File: src/rtl/usr_nbit.sv
// Universal N-bit shift register with manual ops and an optional self-timed burst mode (USR_NBIT_BURST_EN).
// Latency: one edge per operation; a burst takes WIDTH edges and start/ops are ignored while busy.
module usr_nbit #(
    parameter int WIDTH = 8,
    parameter int CW    = $clog2(WIDTH + 1)
) (
    input  logic             clk,
    input  logic             rstn,
    input  logic             en,
    input  logic [2:0]       mode,
    input  logic             msb_in,
    input  logic             lsb_in,
    input  logic [WIDTH-1:0] i_par,
    input  logic             start,
    input  logic             start_dir,
    output logic [WIDTH-1:0] a_par,
    output logic             msb_out,
    output logic             lsb_out,
    output logic             busy,
    output logic             done
);

    logic [WIDTH-1:0] a_q;
    logic [WIDTH-1:0] man_d;

    always_comb begin
        man_d = a_q;
        if (en) begin
            case (mode)
                3'b001:  man_d = {msb_in, a_q[WIDTH-1:1]};
                3'b010:  man_d = {a_q[WIDTH-2:0], lsb_in};
                3'b011:  man_d = i_par;
                3'b100:  man_d = {a_q[0], a_q[WIDTH-1:1]};
                3'b101:  man_d = {a_q[WIDTH-2:0], a_q[WIDTH-1]};
                3'b110:  man_d = {a_q[WIDTH-1], a_q[WIDTH-1:1]};
                default: man_d = a_q;
            endcase
        end
    end

`ifdef USR_NBIT_BURST_EN
    typedef enum logic {IDLE, RUN} state_t;

    state_t           state_q;
    logic             dir_q;
    logic [CW-1:0]    cnt_q;
    logic             done_q;
    logic [WIDTH-1:0] burst_d;

    // Fill bits are taken live each edge, only the direction is latched.
    assign burst_d = dir_q ? {a_q[WIDTH-2:0], lsb_in} : {msb_in, a_q[WIDTH-1:1]};

    always_ff @(posedge clk or negedge rstn) begin
        if (!rstn) begin
            state_q <= IDLE;
            dir_q   <= 1'b0;
            cnt_q   <= '0;
            done_q  <= 1'b0;
            a_q     <= '0;
        end else begin
            done_q <= 1'b0;
            case (state_q)
                IDLE: begin
                    if (start) begin
                        state_q <= RUN;
                        dir_q   <= start_dir;
                        cnt_q   <= '0;
                    end else begin
                        a_q <= man_d;
                    end
                end
                RUN: begin
                    a_q   <= burst_d;
                    cnt_q <= cnt_q + CW'(1);
                    if (cnt_q == CW'(WIDTH - 1)) begin
                        state_q <= IDLE;
                        done_q  <= 1'b1;
                    end
                end
                default: state_q <= IDLE;
            endcase
        end
    end

    assign busy = (state_q == RUN);
    assign done = done_q;
`else
    logic unused_burst;
    assign unused_burst = start ^ start_dir;

    always_ff @(posedge clk or negedge rstn) begin
        if (!rstn) begin
            a_q <= '0;
        end else begin
            a_q <= man_d;
        end
    end

    assign busy = 1'b0;
    assign done = 1'b0;
`endif

    assign a_par   = a_q;
    assign msb_out = a_q[WIDTH-1];
    assign lsb_out = a_q[0];

endmodule
File: config.mk
export PLATFORM = sky130hd
export DESIGN_NAME = usr_nbit
export DESIGN_NICKNAME = d
export VERILOG_FILES = /design/src/rtl/usr_nbit.sv
export SDC_FILE = /design/constraint.sdc
export NUM_CORES = 1
export LEC_CHECK = 0
export ABC_AREA = 1
export CAP_MARGIN = 40
export CORE_MARGIN = 5
export CORE_UTILIZATION = 35
export CTS_CLUSTER_SIZE = 14
export DETAILED_ROUTE_END_ITERATION = 8
export PLACE_DENSITY = 0.73
export SETUP_SLACK_MARGIN = 0.3
export SLEW_MARGIN = 25
export SYNTH_ARGS = -nofsm -noshare
export SYNTH_HDL_FRONTEND = slang
export SYNTH_SLANG_ARGS = --single-unit
File: constraint.sdc
create_clock -name clk -period 2.15 [get_ports clk]
set_clock_uncertainty 0.1 [all_clocks]
set_input_delay 0.3225 -clock clk [delete_from_list [all_inputs] [get_ports clk]]
set_output_delay 0.3225 -clock clk [all_outputs]
set_load 0.02 [all_outputs]
* Word level (Yosys, flattened, before mapping)
Index checks and enable logic that the tools add are counted.
Storage, ports and cells: register bits 8, bits of input ports 18, output and inout port bits 12, word-level logic and storage cells 14
Operators by class: eq/ne operators 6, multiplexer cells 1, bitwise operators 1, reductions and logical operators 4
Operator list (number):
- 8-bit one-hot mux with 6 select lines | 1
- 3-bit == test (second input constant) | 3
- 3-bit by 2-bit == test with 1-bit output (second input constant) | 2
- 6-bit nonzero test | 1
- 5-bit nonzero test | 1
- 3-bit by 1-bit == test with 1-bit output (second input constant) | 1
- 3-bit AND reduction | 1
- 2-bit AND reduction | 1
- 1-bit NOT | 1

* Depth between registers and ports, before layout
Gate-level depths: netlist of the first run.
word-level depth 3, depth in mapped cells 9, gate-level depth less buffers 8

* Worst setup path before layout of the first run
Ideal clock, no wire load.
path type input-to-reg, start point input port mode[2], end point register a_q[7], in the netlist a_par[7], library setup time 117 ps, data arrival time 966 ps, data required time 1933 ps, setup slack 968 ps, stages 9, buffers on the path 1, cell sequence buf_6 inv_2 nand2_1 nand2_1 nand2_1 nor2_1 nand2_1 nand2_1 nand2_1
On the way: longest elaborated chain between the ends 3, elaborated cells between the ends (all ways) 10, those cells by class eq/ne: 6; mux: 1; bitwise: 1; reduce/logical: 2
Ends and longest elaborated chain:
- from (decl) | line 10 | input logic [2:0] mode,
- 3-bit == test (tied with other cells) | line 29 | case (mode)
- 5-bit nonzero test (no source line) or 1-bit NOT (tied branches)
- 3-bit AND reduction (no source line)
- to (signal assigned) | line 95 | a_q <= man_d;
- to (decl) | line 23 | logic [WIDTH-1:0] a_q;
Several ways; a longest one is shown, not always the timed one. A chain may end at the register's enable or synchronous reset.

* Final worst setup path of the first run
start point register a_q[0], in the netlist a_par[0], end point output port lsb_out
RTL lines:
- to (decl) | line 18 | output logic lsb_out,
No word-level cell between the ends.

==> results of run 1 <==
-- worst paths after layout --
path | from | to | slack [ns] | cells past startpoint
setup / recovery | a_par[0]$_DFFE_PN0P_ | lsb_out | 0.43 | 1
hold reg to reg | a_par[7]$_DFFE_PN0P_ | a_par[7]$_DFFE_PN0P_ | 0.47 | 2
setup reg to reg | a_par[0]$_DFFE_PN0P_ | a_par[7]$_DFFE_PN0P_ | 1.09 | 8
max in group asynchronous | rstn | a_par[4]$_DFFE_PN0P_ | 1.41 | 1
min in group clk | a_par[7]$_DFFE_PN0P_ | a_par[7]$_DFFE_PN0P_ | 0.47 | 2
hold / removal | rstn | a_par[3]$_DFFE_PN0P_ | 0.25 | 1
-- metrics by stage --
stage	worst slack (ns)	area [sq um]	total power [W]
2_1_floorplan	0.968	744	0.000413
3_3_place_gp	0.267	983	0.000540
3_5_place_dp	0.252	983	0.000545
4_1_cts	0.418	1010	0.000666
5_1_grt	0.338	1010	0.000710
6_report	0.429	1010	0.000662
-- area by class of cell --
cell class	instances	area [sq um]	share of cell area
multi-input cells	86	398	0.396
repair buffers	29	280	0.279
clock buffers	3	22.5	0.0224
well taps	27	33.8	0.0336
inverters	19	71.3	0.0709
flip-flops and latches	8	200	0.199
-- Yosys cell counts (all sizes together) --
cell type,instances,area (sq um)
nand3,18,100
conb,1,3.75
nor3,1,5.00
nand2,37,156
inv,19,71.3
buf,9,75.1
nand4,9,56.3
o21ai,1,5.00
nor2,18,67.6
dfrtp,8,200
-- power by group through the flow --
stage	sequential, W	combinational (W)	clock (W)
after floorplan	0.000262	0.000151	0
after global placement	0.000228	0.000312	0
after detailed placement	0.000227	0.000317	0
after CTS	0.000226	0.000319	0.000122
after global routing	0.000231	0.000348	0.000131
final	0.000225	0.000316	0.000121
-- cell families after synthesis --
logic type / synth area share
AND/OR/NAND/NOR: 0.520
buffers and inverters: 0.198
flip-flops: 0.270
AO/OA/AOI/OAI: 0.00675
other: 0.00506
-- routing by layer --
layer  wire length (um)  up-vias
met4                 44        0
met3                180        5
met2                877       40
met1                877      353
met5                  0        -
li1                   -      419
==> results.md, run 1 <==
- Post-CTS Setup Inserts: 0
- Met3 track utilization from global routing: 0.0348
- CP Launch Type: flip-flop
- Power per cell area: 658 nW/um^2
- Num ports: 30
- IO buf count: 25
- Final period utilization: 0.801
- Hold slack: 0.254 ns
- Critical path arrival: 1.30 ns
- Site Rows: 16
- Total die area: 3140 sq um
- ANT nets after route: 0
- Hold_buf cts: 0
- Ant diodes: 0
- Initial detailed-routing violation count: 10
- Pint: 0.000397 W
- Worst-Skew Late Latency: 0.26 ns
- Worst Hold Class: in2async
- Largest net degree at the start of global routing: 10
- Syn_area_per_cell: 6.12 sq um
- Final Core Density: 0.508
- CP Data Required Time: 1.73 ns
- Top delay family on crit path: buffers and inverters
- Final setup viols: 0
- CTS max path bufs: 2
- Fill cells: 195
- Layout Area Growth over Synthesis: 35.8%
- CP max stage delay: 0.63 ns
- CTS sink cnt: 8
- CTS tree: yes
- Min Clock Period, post-route: 1.72 ns
- Core area: 1980 sq um
- RSZ-0062 raised after global routing: no
- CP Cell Sequence: clkdlybuf4s50_1
- Distinct cells, synth: 16
- Worst Path Class, Setup: reg2out
- Clk root buf: clkbuf_4
- Max-Cap Viols: 0
- GRT busiest layer: met2
- RD Place Congestion: 0.867
- First-pass GRT wire length: 3420 um
- DR vias: 817
- CTS clk-pin slew, worst paths: 0.06 ns
- Most frequent cells in the layout: 34 x nand2_1, 25 x clkdlybuf4s50_1, 18 x nor2_1
- Switching pwr: 0.000265 W
- GRT Total Usage: 0.135
- Die Y: 56.0 um
- Total Wirelength: 1980 um
- Lkg Pwr: 0.561 nW
- Clk pwr share: 0.183
- Starting Density: 0.374
- Post-Syn Area: 741 sq um
- Vias in the first global route: 775
- DR WL/cell: 11.5 um
- Net Sw Frac: 0.400
- Max Slew Vio Count: 0
- Commonest non-fill, non-tap cell in the layout: nand2_1
- Drt drc: 0
- Syn Inst Count: 121
- Post-route setup TNS: 0 ns
- GRT overflow: 0
- Warnings, synthesis: 0
- M2 GR Usage: 0.212
- M1 GR Usage: 0.161
- Worst path slowest cell: clkdlybuf4s50_1
- Status: finished, final reports clean
- Peak Freq: 0.581 GHz
- Ratio of cells with drive above 1 in the final layout: 0.0966
- DP HPWL: 1540 um
- Yosys reg bits: 8
- CTS Buf Count: 3
- CP Max Fanout: 5
- Worst VDD drop: 0.339 mV
- Max reg flops: 8
- CTS-repair resized insts: 0
- Post-Place Cells: 169
- Register area share after synthesis: 0.270
- Crit. End Element: output pin
- WP buf/inv: 1
- Initial antenna violation count: 0
- Via density: 4.75
- Initial DRT Pass Iterations: 5
- Final nets: 165
- Chip width: 56.0 um
- Flop pwr share: 0.340
- Post-route insts no fill: 172
- Combinational power share: 0.477
- H-tree Lvls: 1
- Hold Vio Cnt, Final: 0
Note: power is estimated with default switching activity, not from simulation.
==> inputs of run 2 (changes only) <==
clock period = 1.61 ns   (was 2.15 ns; I/O delays follow)
==> run 2 against run 1 <==
Routed wire length decreased by 0.20%. Worst hold slack got worse by 0.085 ns. Power increased by 35%. Cell count increased by 6.4%. Largest cell class unchanged. Sequential power increased by 29%. Largest power group unchanged. Register-to-register slack got worse by 0.57 ns. Critical endpoint unchanged.
==> results.md, run 2 (same netlist as run 1, synthesis figures left out) <==
- Status: finished, final reports clean
- GRT Total Usage: 0.129
- Power per cell area: 836 nW/um^2
- CP Data Required Time: 1.27 ns
- Crit. End Element: output pin
- Vias in the first global route: 784
- Initial DRT Pass Iterations: 4
- WP buf/inv: 1
- DR vias: 856
- Initial detailed-routing violation count: 24
- Core area: 1980 sq um
- Critical path arrival: 0.99 ns
- Max-Cap Viols: 0
- Commonest non-fill, non-tap cell in the layout: nand2_1
- Total die area: 3140 sq um
- Num ports: 30
- CTS Buf Count: 3
- First-pass GRT wire length: 3330 um
- Drt drc: 0
- CP Launch Type: flip-flop
- Post-route setup TNS: 0 ns
- Die Y: 56.0 um
- CP Max Fanout: 5
- CP max stage delay: 0.40 ns
- Chip width: 56.0 um
- CTS sink cnt: 8
- Via density: 4.68
- Most frequent cells in the layout: 34 x nand2_1, 18 x nor2_1, 17 x inv_1
- Total Wirelength: 1980 um
- Worst Hold Class: in2async
- Final nets: 176
- Fill cells: 203
- CP Cell Sequence: clkdlybuf4s15_1
- DP HPWL: 1520 um
- IO buf count: 25
- Site Rows: 16
- Ant diodes: 0
- GRT overflow: 0
- Hold slack: 0.170 ns
- CTS clk-pin slew, worst paths: 0.05 ns
- Worst VDD drop: 0.605 mV
- CTS tree: yes
- Final setup viols: 0
- Starting Density: 0.374
- Ratio of cells with drive above 1 in the final layout: 0.224
- Top delay family on crit path: flip-flops
- Hold Vio Cnt, Final: 0
- Max Slew Vio Count: 0
- Largest net degree at the start of global routing: 10
- Initial antenna violation count: 0
- Layout Area Growth over Synthesis: 44.6%
- Peak Freq: 0.752 GHz
- RSZ-0062 raised after global routing: yes
- DR WL/cell: 10.8 um
- Max reg flops: 8
- Min Clock Period, post-route: 1.33 ns
- Clk root buf: clkbuf_4
- RD Place Congestion: 0.868
- Worst path slowest cell: dfrtp_1
- Final period utilization: 0.826
- ANT nets after route: 0
- CTS max path bufs: 2
- Worst Path Class, Setup: reg2out
- Hold_buf cts: 0
- Worst-Skew Late Latency: 0.26 ns
- H-tree Lvls: 1
- Lkg Pwr: 0.630 nW
-- run 2: report_power, final --
group	switching [W]	internal [W]	total, W
registers	0.0000434	0.000247	0.000291
logic	0.000243	0.000206	0.000450
clock network	0.0000703	0.0000854	0.000156
-- run 2: timing repair --
item | 4_1_cts | 5_1_grt
setup endpoints to repair | 18 | 13
resized for setup | 25 | 12
hold endpoints to repair | 0 | 0
setup buffers | 0 | 5
-- run 2: through the flow --
step | instances | worst slack [ns] | power (W) | utilization | instance area, sq um
finish | 183 | 0.280 | 0.000896 | 0.540 | 1070
CTS | 178 | 0.249 | 0.000867 | 0.530 | 1050
global placement | 175 | -0.0999 | 0.000731 | 0.519 | 1030
floorplan | 122 | 0.509 | 0.000551 | - | 744
detailed placement | 175 | -0.155 | 0.000738 | 0.519 | 1030
global route | 183 | 0.231 | 0.000964 | 0.540 | 1070
-- run 2: cell type report --
cell class / count / area (sq um) / area share
clock buffers: 3 / 22.5 / 0.0210
well taps: 27 / 33.8 / 0.0315
flip-flops and latches: 8 / 200 / 0.187
multi-input cells: 86 / 398 / 0.371
inverters: 19 / 71.3 / 0.0666
repair buffers: 40 / 345 / 0.322
-- run 2: worst paths after layout --
check                                          start  slack, ns                   end  cells after the start
min in group clk                                  en       0.41  a_par[1]$_DFFE_PN0P_                      4
max in group asynchronous                       rstn       0.96  a_par[7]$_DFFE_PN0P_                      1
worst min register to register  a_par[7]$_DFFE_PN0P_       0.46  a_par[7]$_DFFE_PN0P_                      2
worst min-delay path                            rstn       0.17  a_par[3]$_DFFE_PN0P_                      1
worst max register to register  a_par[0]$_DFFE_PN0P_       0.52  a_par[7]$_DFFE_PN0P_                      8
worst max-delay path            a_par[0]$_DFFE_PN0P_       0.28               lsb_out                      1
-- run 2: worst register-to-register path, cell delays in order, from the launching register on --
cell and delay (ns):
dfrtp_1 0.42, nand2_1 0.08, inv_1 0.04, nand2_1 0.04, nand2_1 0.05, nor2_1 0.09, nand2_1 0.06, nand2_1 0.05
nand2_1 0.05
-- run 2: layer usage --
metal  wire length, um  vias up  global-route usage
met5                 0        -                   0
met4                44        0              0.0712
met3               150        5              0.0302
met2               903       32               0.209
met1               876      374               0.155
li1                  -      445                   -
